### src/rtl/parking_pkg.sv
// Shared types and default constants for the parking gate controller.
package parking_pkg;

  typedef enum logic [1:0] {
    IDLE       = 2'd0,
    ENTRY_OPEN = 2'd1,
    EXIT_OPEN  = 2'd2
  } gate_state_t;

  localparam int PARKING_CAPACITY   = 8;
  localparam int PARKING_GATE_TICKS = 5;

endpackage

### src/rtl/rise_detect.sv
// One-bit registered rising-edge detector; the previous-value register resets to RST_VAL.
module rise_detect #(
  parameter logic RST_VAL = 1'b0
) (
  input  logic clk_in,
  input  logic rst,
  input  logic d,
  output logic rise
);

  logic prev_p0;

  always_ff @(posedge clk_in or posedge rst) begin
    if (rst) prev_p0 <= RST_VAL;
    else     prev_p0 <= d;
  end

  assign rise = d & ~prev_p0;

endmodule

### src/rtl/parking_gate_ctrl.sv
// Entry/exit barrier controller with occupancy tracking and tick-based gate timeout.
// Optional PARKING_GATE_STATS_EN adds a saturating total_entries counter.
module parking_gate_ctrl
  import parking_pkg::*;
#(
  parameter int CAPACITY   = PARKING_CAPACITY,
  parameter int CNT_W      = 4,
  parameter int GATE_TICKS = PARKING_GATE_TICKS
) (
  input  logic             clk_in,
  input  logic             rst,
  input  logic             tick_in,
  input  logic             entry_req,
  input  logic             exit_req,
  input  logic             car_pass,
  output logic             entry_gate,
  output logic             exit_gate,
  output logic [CNT_W-1:0] occupancy,
  output logic             full,
  output logic             empty,
  output logic             reject,
  output logic             timeout
`ifdef PARKING_GATE_STATS_EN
  ,
  output logic [15:0]      total_entries
`endif
);

  localparam int               TMR_W    = $clog2(GATE_TICKS + 1);
  localparam logic [TMR_W-1:0] TMR_LOAD = TMR_W'(GATE_TICKS);
  localparam logic [CNT_W-1:0] CAP      = CNT_W'(CAPACITY);

  logic tick_rise, entry_rise, exit_rise, pass_rise;

  // tick_in idles high after reset, so its history starts at 1 to avoid a phantom tick
  rise_detect #(.RST_VAL(1'b1)) u_tick  (.clk_in(clk_in), .rst(rst), .d(tick_in),   .rise(tick_rise));
  rise_detect #(.RST_VAL(1'b0)) u_entry (.clk_in(clk_in), .rst(rst), .d(entry_req), .rise(entry_rise));
  rise_detect #(.RST_VAL(1'b0)) u_exit  (.clk_in(clk_in), .rst(rst), .d(exit_req),  .rise(exit_rise));
  rise_detect #(.RST_VAL(1'b0)) u_pass  (.clk_in(clk_in), .rst(rst), .d(car_pass),  .rise(pass_rise));

  gate_state_t      state, state_nx;
  logic [TMR_W-1:0] timer, timer_nx;
  logic [CNT_W-1:0] occ_nx;
  logic             pend_entry, pend_entry_nx, pend_exit, pend_exit_nx;
  logic             reject_nx, timeout_nx;
  logic             entry_any, exit_any;

  always_ff @(posedge clk_in or posedge rst) begin
    if (rst) begin
      state      <= IDLE;
      timer      <= '0;
      occupancy  <= '0;
      pend_entry <= 1'b0;
      pend_exit  <= 1'b0;
      reject     <= 1'b0;
      timeout    <= 1'b0;
    end else begin
      state      <= state_nx;
      timer      <= timer_nx;
      occupancy  <= occ_nx;
      pend_entry <= pend_entry_nx;
      pend_exit  <= pend_exit_nx;
      reject     <= reject_nx;
      timeout    <= timeout_nx;
    end
  end

  always_comb begin
    state_nx      = state;
    timer_nx      = timer;
    occ_nx        = occupancy;
    pend_entry_nx = pend_entry;
    pend_exit_nx  = pend_exit;
    reject_nx     = 1'b0;
    timeout_nx    = 1'b0;
    entry_any     = entry_rise | pend_entry;
    exit_any      = exit_rise | pend_exit;
    case (state)
      IDLE: begin
        // exit wins; a simultaneous entry stays parked in its pending slot
        if (exit_any && !empty) begin
          state_nx      = EXIT_OPEN;
          timer_nx      = TMR_LOAD;
          pend_exit_nx  = 1'b0;
          pend_entry_nx = entry_any;
        end else if (entry_any && !full) begin
          state_nx      = ENTRY_OPEN;
          timer_nx      = TMR_LOAD;
          pend_entry_nx = 1'b0;
          pend_exit_nx  = 1'b0;
          reject_nx     = exit_any;
        end else begin
          reject_nx     = entry_any | exit_any;
          pend_entry_nx = 1'b0;
          pend_exit_nx  = 1'b0;
        end
      end
      ENTRY_OPEN, EXIT_OPEN: begin
        pend_entry_nx = pend_entry | entry_rise;
        pend_exit_nx  = pend_exit | exit_rise;
        if (pass_rise) begin
          state_nx = IDLE;
          timer_nx = '0;
          if (state == ENTRY_OPEN) begin
            if (!full) occ_nx = occupancy + 1'b1;
          end else begin
            if (!empty) occ_nx = occupancy - 1'b1;
          end
        end else if (tick_rise) begin
          if (timer == TMR_W'(1)) begin
            state_nx   = IDLE;
            timer_nx   = '0;
            timeout_nx = 1'b1;
          end else begin
            timer_nx = timer - 1'b1;
          end
        end
      end
      default: state_nx = IDLE;
    endcase
  end

  always_comb begin
    entry_gate = (state == ENTRY_OPEN);
    exit_gate  = (state == EXIT_OPEN);
    full       = (occupancy == CAP);
    empty      = (occupancy == '0);
  end

`ifdef PARKING_GATE_STATS_EN
  always_ff @(posedge clk_in or posedge rst) begin
    if (rst) total_entries <= '0;
    else if (state == ENTRY_OPEN && pass_rise && !full && total_entries != 16'hFFFF)
      total_entries <= total_entries + 16'd1;
  end
`endif

endmodule

### config.mk
export PLATFORM = sky130hd
export DESIGN_NAME = parking_gate_ctrl
export DESIGN_NICKNAME = d
export VERILOG_FILES = /design/src/rtl/parking_pkg.sv /design/src/rtl/rise_detect.sv /design/src/rtl/parking_gate_ctrl.sv
export SDC_FILE = /design/constraint.sdc
export NUM_CORES = 1
export LEC_CHECK = 0
export ABC_AREA = 1
export BUFFER_PORTS_ARGS = -buffer_cell sky130_fd_sc_hd__buf_2
export CAP_MARGIN = 10
export CELL_PAD_IN_SITES_DETAIL_PLACEMENT = 1
export CELL_PAD_IN_SITES_GLOBAL_PLACEMENT = 1
export CORE_MARGIN = 5
export CORE_UTILIZATION = 40
export CTS_CLUSTER_SIZE = 40
export DETAILED_ROUTE_END_ITERATION = 8
export GPL_TIMING_DRIVEN = 1
export HOLD_SLACK_MARGIN = 0.1
export PLACE_DENSITY = 0.81
export REMOVE_ABC_BUFFERS = 1
export SLEW_MARGIN = 30
export SYNTH_ARGS = -nofsm -noshare
export SYNTH_HDL_FRONTEND = slang
export SYNTH_SLANG_ARGS = --single-unit
### constraint.sdc
create_clock -name clk_in -period 2.1 [get_ports clk_in]
set_input_delay 0.105 -clock clk_in [delete_from_list [all_inputs] [get_ports clk_in]]
set_output_delay 0.105 -clock clk_in [all_outputs]
set_load 0.05 [all_outputs]
==> results.toml <==
[drt]
drtPass1Iterations = 4
wl_um = 2180
drtIter0Drc = 17
vias = 861
ant_nets = 0
wire_per_inst_um = 12.0
vias_per_cell = 4.73
drcViolationCount = 0

[layout]
fill_cells = 328
drive_gt1_share_pct = 17.8
finalNetCount = 168
n_antenna_cell = 0
area_delta_synth_final_pct = 18.1

[flow_run]
cap_violations = 0

[cts]
clk_pin_slew_worst_paths_ns = 0.11
cts_tree = "built"
cts_buffers = 3
cts_buffer_depth = 2
cts_max_level = 1
clk_latency_ns = 0.29
clockRootBuffer = "clkbuf_4"
cts_num_sinks = 17

[synthesis]
synth_top_cell_area_share_pct = 39.3
syn_area_mm2 = 0.00102
synth_area_leaders = "dfrtp_1, nand2_1, ha_1, inv_1, nand3_1"
yosysTopAreaCell = "dfrtp_1"
ys_seq_area_share_pct = 41.9
ys_types = 20
synth-seq-cells = 17
syn_inst = 129
synth_area_per_cell_um2 = 7.90
yosysWarnings = 0

[placed_design]
dp_hpwl_um = 1770
finalWeightedCongestion = 0.756
portBuffers = 15

[worst_setup_path]
worstPathMaxFanout = 4
critical_path_class = "reg2reg"
rrSetupSlack_ns = 0.28
cp.required_ns = 2.30
r2r_start = "state[1]$_DFFE_PP0P_"
r2r_cells = 10
cp.arrival_ns = 2.02
worstSetupEndpointType = "register"
worstReg2RegEnd = "occupancy[3]$_DFFE_PP0P_"
start_kind = "register"

[die]
die_h_um = 60.5
dieArea_mm2 = 0.00366
rows = 18
top_level_ports = 16
core_mm2 = 0.00245
die_w_um = 60.5
start_util_pct = 41.5

[timing]
finalSetupViolCount = 0
finalMaxSlewViolations = 0
fin_crit_ns = 1.82
maxSlewHeadroom_pct = 56.0
fin_worst_skew_ns = 0.00792
hold_violations = 0
worstMarginPinSlew_ns = 0.660
tns_ns = 0
fmax_mhz = 550
rsz0062_at_grt = "no"
holdWs_ns = 0.434
post-route-period-util_pct = 86.6

[run_status]
status = "finished, final reports clean"

[power_and_ir_drop]
p_per_area_mw_per_mm2 = 1690
p_leak_nw = 0.696
peakVddDrop_v = 0.000773

[global_routing]
grt_usage_pct = 15.1
antenna_found_initial = 0
grt_pass1_wl_um = 4110
grt_pass1_vias = 966
grt_max_degree = 18
overflow = 0

[hold_path]
hp-class = "in2async"
==> how the worst max path moves through the flow <==
stage / startpoint / end / slack [ns] / depth (start not counted)
floorplan: state[1]$_DFFE_PP0P_ / occupancy[3]$_DFFE_PP0P_ / 0.03 / 10
global placement: state[1]$_DFFE_PP0P_ / occupancy[3]$_DFFE_PP0P_ / 0.42 / 10
detailed placement: state[1]$_DFFE_PP0P_ / occupancy[3]$_DFFE_PP0P_ / 0.29 / 10
CTS: state[1]$_DFFE_PP0P_ / occupancy[3]$_DFFE_PP0P_ / 0.26 / 10
global route: state[1]$_DFFE_PP0P_ / occupancy[3]$_DFFE_PP0P_ / 0.09 / 10
finish: state[1]$_DFFE_PP0P_ / occupancy[3]$_DFFE_PP0P_ / 0.28 / 10
==> area by class of cell <==
type	count	area, um2	share of cell area (%)
Multi-Input combinational cell	87	497	41.3
Sequential cell	17	427	35.5
Timing Repair Buffer	20	125	10.4
Inverter	24	90.1	7.49
Tap cell	30	37.5	3.12
Clock buffer	4	26.3	2.19
==> layer usage <==
layer | up-vias | routed length (um) | GRT usage [%]
li1 | 439 | - | -
met1 | 409 | 934 | 17.0
met2 | 11 | 1140 | 28.2
met3 | 2 | 91 | 2.77
met4 | 0 | 15 | 5.57
met5 | - | 0 | 0
==> power by group <==
| part | leakage, nW | internal [mW] | switching (mW) | total [mW] |
|---|---|---|---|---|
| logic | 0.469 | 0.414 | 0.874 | 1.29 |
| clock network | 0.0150 | 0.0739 | 0.107 | 0.181 |
| registers | 0.211 | 0.438 | 0.122 | 0.560 |
| total | 0.696 | 0.926 | 1.10 | 2.03 |
==> state kept, by name, indices dropped and copies added (netlist names) <==
| name | count |
|---|---|
| state | 2 |
| timeout | 1 |
| u_entry.prev_p0 | 1 |
| timer | 3 |
| pend_exit | 1 |
| pend_entry | 1 |
| u_tick.prev_p0 | 1 |
| u_pass.prev_p0 | 1 |
| reject | 1 |
| occupancy | 4 |
| u_exit.prev_p0 | 1 |
==> synthesized netlist by cell type <==
library cell   n
a21oi_1        3
clkbuf_2       1
dfrtp_1       16
dfstp_2        1
fa_1           1
ha_1           8
inv_1         23
inv_2          1
nand2_1       42
nand2_2        4
nand3_1       11
nand3_4        1
nand4_1        1
nor2_1         6
nor2_4         1
o21ai_0        3
o21ai_1        1
o21bai_2       1
xnor2_1        2
xor2_1         2
==> worst max-delay path, cell delays in order (launching register included) <==
cell	delay [ns]
dfrtp_1	0.43
inv_1	0.10
ha_1	0.25
inv_1	0.12
ha_1	0.35
a21oi_1	0.18
nand2_1	0.07
nand2_1	0.06
nand2_1	0.05
nand2_1	0.06
nand2_1	0.04
==> cell usage in the layout, fill, tap and decap left out, types with 2 or more instances in the layout <==
master,count
nor2_1,6
a21oi_1,3
xor2_1,2
buf_2,15
nand2_2,4
inv_1,23
clkbuf_4,3
dfrtp_1,16
nand2_1,42
o21ai_0,3
xnor2_1,2
ha_1,8
dlygate4sd3_1,5
nand3_1,11
==> timing repair <==
action                    in CTS  in global routing
hold buffers                   5                  0
buffers inserted               0                  0
resized for setup              0                  0
hold endpoints to repair      20                  0
==> kinds of logic (layout without fill, tap and decap cells) <==
family | after synthesis | after routing | share of synthesized area, %
simple gates | 66 | 66 | 29.0
flops | 17 | 17 | 41.9
fa+ha+maj | 9 | 9 | 11.8
xor+xnor | 4 | 4 | 3.44
compound gates | 8 | 8 | 4.54
buf+inv | 25 | 48 | 9.34
==> through the flow <==
step                instance area, um2  total power [mW]  setup slack (ns)  util, %  instances
floorplan                         1010              1.58            0.0259        -        128
global placement                  1130              1.81             0.422     45.9        173
detailed placement                1130              1.87             0.289     45.9        173
CTS                               1200              2.07             0.265     49.0        182
global route                      1200              2.26            0.0941     49.0        182
finish                            1200              2.03             0.282     49.0        182
(Power assumes the default switching activity.)
